--- src/rtl/avl_adc_monitor.sv ---
`default_nettype none
// ============================================================================
//  Module   : avl_adc_monitor
//  Purpose  : Avalon-MM register front end for a multi-channel SPI ADC
//             sequencer. Keeps the latest sample per channel and captures
//             coherent whole-scan snapshots. Each channel is checked against
//             an upper threshold with a debounce counter. A trip is sticky
//             and drives the fault vector and the interrupt.
//  Ports    : clk, reset_n               clock, async active-low reset
//             address/writedata/write_n/
//             read_n/readdata           Avalon-MM slave (registered read)
//             irq                       level interrupt = |(FLAG & IE)
//             s_valid/s_channel/s_data  sample stream from the sequencer
//             core_en                   CR.EN, goes to the sequencer
//             fault                     per-channel sticky trip flags
//  Revision : 1.0  initial release
// ============================================================================
module avl_adc_monitor #(
    parameter int NUM_CH    = 8,
    parameter int ADC_WIDTH = 12,
    parameter int DB_WIDTH  = 4
) (
    input  logic                 clk,
    input  logic                 reset_n,
    input  logic [5:0]           address,
    input  logic [31:0]          writedata,
    input  logic                 write_n,
    input  logic                 read_n,
    output logic [31:0]          readdata,
    output logic                 irq,
    input  logic                 s_valid,
    input  logic [3:0]           s_channel,
    input  logic [ADC_WIDTH-1:0] s_data,
    output logic                 core_en,
    output logic [NUM_CH-1:0]    fault
);

    // Bus values are left-justified in bits [15:0].
    localparam int PAD = 16 - ADC_WIDTH;

    typedef enum logic [1:0] {
        SNAP_IDLE  = 2'd0,
        SNAP_ARMED = 2'd1,
        SNAP_SCAN  = 2'd2
    } snap_state_t;

    logic                 en;
    logic [NUM_CH-1:0]    ie_trip;
    logic                 ie_snap;
    logic [NUM_CH-1:0]    flag_trip;
    logic                 flag_snap;
    logic [DB_WIDTH-1:0]  debounce;
    logic [ADC_WIDTH-1:0] thresh   [NUM_CH];
    logic [ADC_WIDTH-1:0] live     [NUM_CH];
    logic [ADC_WIDTH-1:0] snapshot [NUM_CH];
    logic [DB_WIDTH-1:0]  cnt      [NUM_CH];
    snap_state_t          snap_state;

    // ------------------------------------------------------------------
    // Write decode
    // ------------------------------------------------------------------
    logic wr, wr_cr, wr_tr, wr_ie, wr_flag, wr_deb, wr_thr;
    logic snap_req, clr;

    assign wr       = ~write_n;
    assign wr_cr    = wr && (address == 6'h00);
    assign wr_tr    = wr && (address == 6'h01);
    assign wr_ie    = wr && (address == 6'h02);
    assign wr_flag  = wr && (address == 6'h03);
    assign wr_deb   = wr && (address == 6'h04);
    assign wr_thr   = wr && (address[5:4] == 2'b01);
    assign snap_req = wr_tr && writedata[0];
    assign clr      = wr_tr && writedata[6];

    logic unused_wd;
    assign unused_wd = &{1'b0, writedata};

    logic [NUM_CH-1:0] w1c_trip;
    logic              w1c_snap;
    assign w1c_trip = wr_flag ? writedata[NUM_CH-1:0] : '0;
    assign w1c_snap = wr_flag && writedata[31];

    // A programmed debounce of 0 is treated as 1.
    logic [DB_WIDTH-1:0] deb_eff;
    assign deb_eff = (debounce == '0) ? DB_WIDTH'(1) : debounce;

    // ------------------------------------------------------------------
    // Per-channel sample match, debounce counters and trip detection
    // ------------------------------------------------------------------
    logic [NUM_CH-1:0]    hit;
    logic [NUM_CH-1:0]    trip_set;
    logic [DB_WIDTH-1:0]  cnt_nxt  [NUM_CH];
    logic [ADC_WIDTH-1:0] snap_val [NUM_CH];

    always_comb begin
        for (int ch = 0; ch < NUM_CH; ch++) begin
            hit[ch]      = s_valid && (s_channel == 4'(ch));
            cnt_nxt[ch]  = cnt[ch];
            trip_set[ch] = 1'b0;
            if (!en || clr) begin
                cnt_nxt[ch] = '0;
            end else if (hit[ch]) begin
                if (s_data > thresh[ch]) begin
                    cnt_nxt[ch]  = (cnt[ch] == '1) ? cnt[ch] : cnt[ch] + DB_WIDTH'(1);
                    trip_set[ch] = (cnt_nxt[ch] >= deb_eff);
                end else begin
                    cnt_nxt[ch] = '0;
                end
            end
            // The closing sample of a scan is captured together with LIVE.
            snap_val[ch] = hit[ch] ? s_data : live[ch];
        end
    end

    // ------------------------------------------------------------------
    // Snapshot capture condition
    // ------------------------------------------------------------------
    logic ch0_smp, last_smp, capture;
    assign ch0_smp  = s_valid && (s_channel == 4'd0);
    assign last_smp = s_valid && (s_channel == 4'(NUM_CH - 1));

    always_comb begin
        capture = 1'b0;
        case (snap_state)
            SNAP_ARMED: capture = ch0_smp && (NUM_CH == 1);
            SNAP_SCAN:  capture = last_smp;
            default:    capture = 1'b0;
        endcase
        if (clr) capture = 1'b0;
    end

    // ------------------------------------------------------------------
    // Read mux
    // ------------------------------------------------------------------
    function automatic logic [31:0] ljust(input logic [ADC_WIDTH-1:0] v);
        return 32'(v) << PAD;
    endfunction

    logic [31:0] rd_val;

    always_comb begin
        rd_val = '0;
        if (address[5:4] == 2'b00) begin
            case (address[3:0])
                4'h0: rd_val[0] = en;
                4'h2: begin
                    rd_val[NUM_CH-1:0] = ie_trip;
                    rd_val[31]         = ie_snap;
                end
                4'h3: begin
                    rd_val[NUM_CH-1:0] = flag_trip;
                    rd_val[31]         = flag_snap;
                end
                4'h4: rd_val[DB_WIDTH-1:0] = debounce;
                default: rd_val = '0;
            endcase
        end else begin
            for (int ch = 0; ch < NUM_CH; ch++) begin
                if (address[3:0] == 4'(ch)) begin
                    case (address[5:4])
                        2'b01:   rd_val = ljust(thresh[ch]);
                        2'b10:   rd_val = ljust(snapshot[ch]);
                        default: rd_val = ljust(live[ch]);
                    endcase
                end
            end
        end
    end

    // ------------------------------------------------------------------
    // State
    // ------------------------------------------------------------------
    always_ff @(posedge clk or negedge reset_n) begin
        if (!reset_n) begin
            en         <= 1'b0;
            ie_trip    <= '0;
            ie_snap    <= 1'b0;
            flag_trip  <= '0;
            flag_snap  <= 1'b0;
            debounce   <= DB_WIDTH'(1);
            snap_state <= SNAP_IDLE;
            irq        <= 1'b0;
            readdata   <= '0;
            for (int ch = 0; ch < NUM_CH; ch++) begin
                thresh[ch]   <= '1;
                live[ch]     <= '0;
                snapshot[ch] <= '0;
                cnt[ch]      <= '0;
            end
        end else begin
            if (wr_cr) en <= writedata[0];
            if (wr_ie) begin
                ie_trip <= writedata[NUM_CH-1:0];
                ie_snap <= writedata[31];
            end
            if (wr_deb && !en) debounce <= writedata[DB_WIDTH-1:0];

            for (int ch = 0; ch < NUM_CH; ch++) begin
                if (wr_thr && (address[3:0] == 4'(ch)) && !en)
                    thresh[ch] <= writedata[15 -: ADC_WIDTH];
                if (hit[ch]) live[ch] <= s_data;
                if (capture) snapshot[ch] <= snap_val[ch];
                cnt[ch] <= cnt_nxt[ch];
            end

            // Sets beat a same-cycle W1C; CLR beats everything.
            flag_trip <= clr ? '0   : ((flag_trip & ~w1c_trip) | trip_set);
            flag_snap <= clr ? 1'b0 : ((flag_snap & ~w1c_snap) | capture);

            if (clr) begin
                snap_state <= SNAP_IDLE;
            end else begin
                case (snap_state)
                    SNAP_IDLE:  if (snap_req) snap_state <= SNAP_ARMED;
                    SNAP_ARMED: if (ch0_smp)
                                    snap_state <= (NUM_CH == 1) ? SNAP_IDLE : SNAP_SCAN;
                    SNAP_SCAN:  if (last_smp) snap_state <= SNAP_IDLE;
                    default:    snap_state <= SNAP_IDLE;
                endcase
            end

            irq <= |{flag_trip & ie_trip, flag_snap & ie_snap};

            if (!read_n) readdata <= rd_val;
        end
    end

    assign core_en = en;
    assign fault   = flag_trip;

endmodule
`default_nettype wire

--- config.mk ---
export PLATFORM = sky130hd
export DESIGN_NAME = avl_adc_monitor
export DESIGN_NICKNAME = d
export VERILOG_FILES = /design/src/rtl/avl_adc_monitor.sv
export SDC_FILE = /design/constraint.sdc
export NUM_CORES = 1
export LEC_CHECK = 0
export ABC_CLOCK_PERIOD_IN_PS = 4450
export BUFFER_PORTS_ARGS = -buffer_cell sky130_fd_sc_hd__buf_4
export CORE_ASPECT_RATIO = 0.5
export CORE_MARGIN = 1.5
export CORE_UTILIZATION = 60
export CTS_BUF_LIST = sky130_fd_sc_hd__clkbuf_8
export CTS_CLUSTER_SIZE = 12
export DETAILED_ROUTE_END_ITERATION = 8
export GPL_ROUTABILITY_DRIVEN = 0
export PLACE_DENSITY_LB_ADDON = 0.1
export SLEW_MARGIN = 30
export SYNTH_ARGS = -nofsm -noshare
export SYNTH_HDL_FRONTEND = slang
export SYNTH_SLANG_ARGS = --single-unit
export TNS_END_PERCENT = 50
--- constraint.sdc ---
create_clock -name clk -period 4.45 [get_ports clk]
set_input_delay 0.6675 -clock clk [delete_from_list [all_inputs] [get_ports clk]]
set_output_delay 0.6675 -clock clk [all_outputs]
set_load 0.05 [all_outputs]
Word level (Yosys, flattened, before mapping) --
Cells that the tools add are included.
Word-level totals: register bits 378
Cells by class: add/sub/neg operators 8, equal/unequal tests 33, mux-type cells 96, reduce and logical (&&, ||, !) cells 52, bitwise logic cells 9, $lt $le $gt $ge 16
Operators by type and width (count):
- 32-bit 2-to-1 mux | 8
- 16-bit one-hot mux with 2 select lines | 8
- 4-bit 2-to-1 mux | 33
- 12-bit > comparator | 8
- 12-bit 2-to-1 mux | 8
- 1-bit logical AND | 34
- 4-bit by 1-bit adder with 4-bit output, second input constant | 8
- 4-bit by 3-bit equality test with 1-bit output, second input constant | 8
- 4-bit equality test, second input constant | 8
- 4-bit greater-or-equal comparator | 8
- 1-bit 2-to-1 mux | 27
- 8-bit bitwise AND | 2
- 4-bit by 2-bit equality test with 1-bit output, second input constant | 4
- 16-bit 2-to-1 mux | 1
- 8-bit 2-to-1 mux | 2
- 2-bit nonzero test | 8
- 6-bit by 2-bit equality test with 1-bit output, second input constant | 2
- 4-bit logical NOT | 3
- 3-bit inequality test, second input constant | 3
- 3-bit one-hot mux with 3 select lines | 1
- 9-bit OR reduction | 1
- 4-bit by 1-bit equality test with 1-bit output, second input constant | 2
- 2-bit 2-to-1 mux | 4
- 8-bit inverter | 1
- 17 further kinds | 22

Longest topological paths before layout --
depth in word-level cells 11, gate-level depth with buffers 11, gate-level depth less buffers 9

Worst setup path after synthesis --
OpenSTA, ideal clock, no wires.
path kind input-to-reg, start input port address[4], end register readdata[11], required time 4329 ps, path buffers 3, data arrival time 2310 ps, stages 9, slack 2019 ps, cell sequence inv_1 > ha_1 > buf_2 > buf_2 > buf_1 > o21ai_0 > a311oi_1 > o32ai_1 > a22o_1
On the way: cells in the longest elaborated chain, start to end 11
Ends and longest elaborated chain:
- start, declared | RTL line 25 | input logic [5:0] address,
- 2-bit equality test / 2-bit by 1-bit equality test with 1-bit output (equally long branches) | RTL line 160 | case (address[5:4])
- 16-bit one-hot mux with 2 select lines | RTL line 160
- 16-bit 2-to-1 mux | RTL line 159 | if (address[3:0] == 4'(ch)) begin
- 32-bit 2-to-1 mux (7 in a row) | RTL line 159
- 32-bit 2-to-1 mux * | RTL line 143 | if (address[5:4] == 2'b00) begin
- end signal, assigned | RTL line 224 | if (!read_n) readdata <= rd_val;
- end, declared | RTL line 29 | output logic [31:0] readdata,
Every way passes the cells marked *; elsewhere a longest branch is shown, timed or not. A chain may end at the register's enable or synchronous reset.

Worst setup path after layout --
start register thresh[21] in the netlist's numbering, end register cnt[4] in the netlist's numbering
On the way: cells in the longest elaborated chain, start to end 4
Ends and longest elaborated chain:
- start, declared | RTL line 53 | logic [ADC_WIDTH-1:0] thresh [NUM_CH];
- start signal, assigned by index | RTL line 200 | thresh[ch] <= writedata[15 -: ADC_WIDTH];
- 12-bit > comparator | RTL line 103 | if (s_data > thresh[ch]) begin
- 4-bit 2-to-1 mux | RTL line 103
- 4-bit 2-to-1 mux | RTL line 102 | end else if (hit[ch]) begin
- 4-bit 2-to-1 mux | RTL line 100 | if (!en || clr) begin
- end signal, assigned by index | RTL line 203 | cnt[ch] <= cnt_nxt[ch];
- end, declared | RTL line 56 | logic [DB_WIDTH-1:0] cnt [NUM_CH];
Every way passes these cells. The select of a mux whose other input is x is not followed.

==> impl_metrics.env <==
export IMPL_chipHeight_um=134
export IMPL_initialDrtViolationCount=1902
export IMPL_leakagePower_nw=10.2
export IMPL_slowest_delay_ns=1.02
export IMPL_period_minus_slack_ns=2.90
export IMPL_timing_slew_headroom_pct=25.3
export IMPL_max_freq_mhz=345
export IMPL_leading_cell_type_in_the_layout_fill_and_taps_excluded="sky130_fd_sc_hd__mux2_2"
export IMPL_post_route_drc_count=0
export IMPL_critical_path_required_ns=4.97
export IMPL_clkLatencyLatePin_ns=0.63
export IMPL_power_share_clock_pct=32.9
export IMPL_largest_net_degree_at_the_start_of_global_routing=115
export IMPL_finish_net_count=2134
export IMPL_clock_sinks=363
export IMPL_run_status="complete, no violations"
export IMPL_fin_skew_ns=0.0248
export IMPL_dieArea_um2=35500
export IMPL_grt_pass1_vias=16100
export IMPL_final_setup_viol_count=0
export IMPL_critPathSlowestCell="sky130_fd_sc_hd__o221ai_1"
export IMPL_vdd_ir_drop_max_v=0.000197
export IMPL_critPathArrivalTime_ns=3.42
export IMPL_synth_cell_area_um2=20600
export IMPL_tightestPinTransition_ns=1.12
export IMPL_routedWlPerCell_um=25.7
export IMPL_fillers=2504
export IMPL_holdCritPathClass="in2reg"
export IMPL_fin_setup_tns_ns=0
export IMPL_final_max_slew_violation_count=0
export IMPL_rsz0062_at_grt="no"
export IMPL_final_layout_size_suffix_gt1_share_pct=31.3
export IMPL_clock_tree_from_tritoncts="built"
export IMPL_cell_internal_pwr_mw=5.93
export IMPL_placementRows=47
export IMPL_pwr_share_comb_pct=20.3
export IMPL_yosysWarningCount=0
export IMPL_synth_edf_count=0
export IMPL_detailedRoute_firstPassIterationCount=5
export IMPL_seq_power_share_pct=46.8
export IMPL_layout_core_utilization_pct=68.0
export IMPL_holdPathStages=2
export IMPL_reg2regPathDepth=6
export IMPL_ioPinCount=101
export IMPL_max_cap_violations=0
export IMPL_critical_path_max_fanout=7
export IMPL_grt_pass1_wl_um=95000
export IMPL_power_switching_mw=2.67
export IMPL_area_growth_syn_to_layout_pct=10.3
export IMPL_place_port_buffers=70
export IMPL_ant_nets=0
export IMPL_dp_slack_ns=1.12
export IMPL_syn_inst=1875
export IMPL_numCtsBuffers=53
export IMPL_die_width_um=265
export IMPL_part_of_the_cycle_the_worst_path_needs_pct=65.2
export IMPL_synth_main_ff_cell="sky130_fd_sc_hd__dfrtp_1"
export IMPL_power_density_nw_per_um2=379
export IMPL_gr_usage_all_layers_pct=35.3
export IMPL_antenna_found_initial=0
export IMPL_layout_cells_most_common_list="303 x sky130_fd_sc_hd__mux2_2, 266 x sky130_fd_sc_hd__dfrtp_1, 143 x sky130_fd_sc_hd__inv_1"
export IMPL_clockBufferDepth=3
export IMPL_cts_setup_buffers=0
export IMPL_global_route_overflow=0
export IMPL_design_power_total_mw=8.60
export IMPL_start_kind="flop"
export IMPL_async_reset_ff_share_pct=100
export IMPL_crit_chain="inv_1 > ha_1 > nand4_1 > o221ai_1 > o21ai_0 > o211ai_1"
export IMPL_worst_setup_hold_path_clk_slew_ns=0.07
export IMPL_final_hold_viol_count=0
export IMPL_design_core_area_um2=33400
export IMPL_synth_avg_cell_area_um2=11.0
export IMPL_initial_utilization_pct=61.6
export IMPL_layout_setup_ws_ns=1.55
export IMPL_kind_of_end_point_of_the_critical_path="flop"
export IMPL_synth_sequential_area_ratio_pct=44.7
export IMPL_finalHoldWorstSlack_ns=0.302
export IMPL_power_share_switching_pct=31.0
export IMPL_post_drt_via_cell_ratio=6.71
export IMPL_synth_lib_cells_used_distinct=85
export IMPL_setup_worst_path_class="reg2reg"
export IMPL_dr_total_vias=16300
export IMPL_ys_ff_latch=363
export IMPL_clk_root_buffer_cell="sky130_fd_sc_hd__clkbuf_8"
export IMPL_cts_htree_levels=2
export IMPL_detailed_place_hpwl_um=42400
export IMPL_wl_um=62500
## sequential cells by signal, indices dropped and copies added, names as in the netlist
signal and flops:
cnt 32, core_en 1, debounce 4, fault 8
flag_snap 1, ie_snap 1, ie_trip 8, irq 1
live 96, readdata 17, snap_state 2, snapshot 96
thresh 96
## metrics by stage
stage	area [um2]	instances
final	22700	2430
after global routing	22700	2429
after CTS	22700	2427
after detailed placement	21500	2328
after global placement	21500	2327
after floorplan	20600	1889
## critical path: cells and delay by family (launching register included)
family,cells,cell delay (ns)
DFF,1,0.54
and+or+nand+nor,1,0.37
buffers and inverters,1,0.05
adders and majority gates,1,0.30
AOI/OAI and AO/OA,3,1.52
## cell families after synthesis
logic type	synth area share, %
buffers and inverters	5.03
DFF	44.7
and+or+nand+nor	9.40
other	0.0182
AOI/OAI and AO/OA	14.8
adders and majority gates	8.30
xor gates and xnor gates	0.340
muxes	17.3
## path summary, 6_finish.rpt
path | startpoint | end | slack (ns)
worst min-delay path | writedata[31] | ie_snap$_DFFE_PN0P_ | 0.30
worst min register to register | debounce[0]$_DFFE_PN1P_ | debounce[0]$_DFFE_PN1P_ | 0.49
min in group asynchronous | reset_n | snapshot[41]$_DFFE_PN0P_ | 0.57
worst max-delay path | thresh[21]$_DFFE_PN1P_ | cnt[4]$_DFFE_PN0P_ | 1.55
max in group asynchronous | reset_n | thresh[7]$_DFFE_PN1P_ | 2.68
worst max register to register | thresh[21]$_DFFE_PN1P_ | cnt[4]$_DFFE_PN0P_ | 1.55
## cells in the mapped netlist, types with 5 or more instances
master                      instances  area share [%]
sky130_fd_sc_hd__a2111oi_0          8            0.34
sky130_fd_sc_hd__a211o_1            5            0.21
sky130_fd_sc_hd__a211oi_1          36             1.3
sky130_fd_sc_hd__a21o_1             9            0.33
sky130_fd_sc_hd__a21oi_1           99             2.4
sky130_fd_sc_hd__a221o_1            9            0.44
sky130_fd_sc_hd__a221oi_1          12            0.51
sky130_fd_sc_hd__a22o_1            15            0.64
sky130_fd_sc_hd__a22oi_1           91             3.3
sky130_fd_sc_hd__buf_1             18            0.33
sky130_fd_sc_hd__buf_2             45             1.1
sky130_fd_sc_hd__buf_4             22            0.80
sky130_fd_sc_hd__clkbuf_1          24            0.44
sky130_fd_sc_hd__dfrtp_1          266              32
sky130_fd_sc_hd__dfstp_2           97              12
sky130_fd_sc_hd__ha_1             131             8.0
sky130_fd_sc_hd__inv_1            121             2.2
sky130_fd_sc_hd__maj3_1             7            0.34
sky130_fd_sc_hd__mux2_2           303              17
sky130_fd_sc_hd__mux2i_1            9            0.44
sky130_fd_sc_hd__nand2_1          115             2.1
sky130_fd_sc_hd__nand2b_1          20            0.61
sky130_fd_sc_hd__nand3_1           33            0.80
sky130_fd_sc_hd__nand3b_1           6            0.22
sky130_fd_sc_hd__nand4_1           28            0.85
sky130_fd_sc_hd__nor2_1            81             1.5
sky130_fd_sc_hd__nor2b_1           14            0.43
sky130_fd_sc_hd__nor3_1            24            0.58
sky130_fd_sc_hd__nor4_1             5            0.15
sky130_fd_sc_hd__o2111ai_1          5            0.21
sky130_fd_sc_hd__o211ai_1          38             1.4
sky130_fd_sc_hd__o21ai_0           64             1.6
sky130_fd_sc_hd__o22ai_1           13            0.40
sky130_fd_sc_hd__xnor2_1            8            0.34
## metal layers
layer	vias to the layer above	part of all wire (%)	track usage [%]
met3	165	11	9.03
met5	-	0	0
li1	7059	-	-
met2	852	43	53.4
met1	8231	42	49.4
met4	0	3.5	13.1
## power groups by stage
stage               combinational (mW)  clock [mW]  sequential, mW
finish                            1.74        2.83            4.03
global route                      1.89        2.98            4.07
global placement                  1.62           0            4.05
floorplan                         1.08           0            4.05
CTS                               1.70        2.84            4.02
detailed placement                1.69           0            4.07
## timing repair
item                                   CTS  global route
setup endpoints to repair                0             0
hold buffers                             0             1
endpoints found under the hold margin    0            13
resized for setup                        0             0
## area by class of cell
type / instances / area [um2] / share of cell area [%]
antenna: 1 / 2.50 / 0.0110
clock buffer: 70 / 963 / 4.24
clock inverter: 29 / 146 / 0.645
inverter: 121 / 454 / 2.00
multi-input combinational: 1293 / 10500 / 46.0
sequential: 363 / 9210 / 40.6
tap: 441 / 552 / 2.43
timing repair buffer: 112 / 925 / 4.07
(Power assumes the default switching activity.)
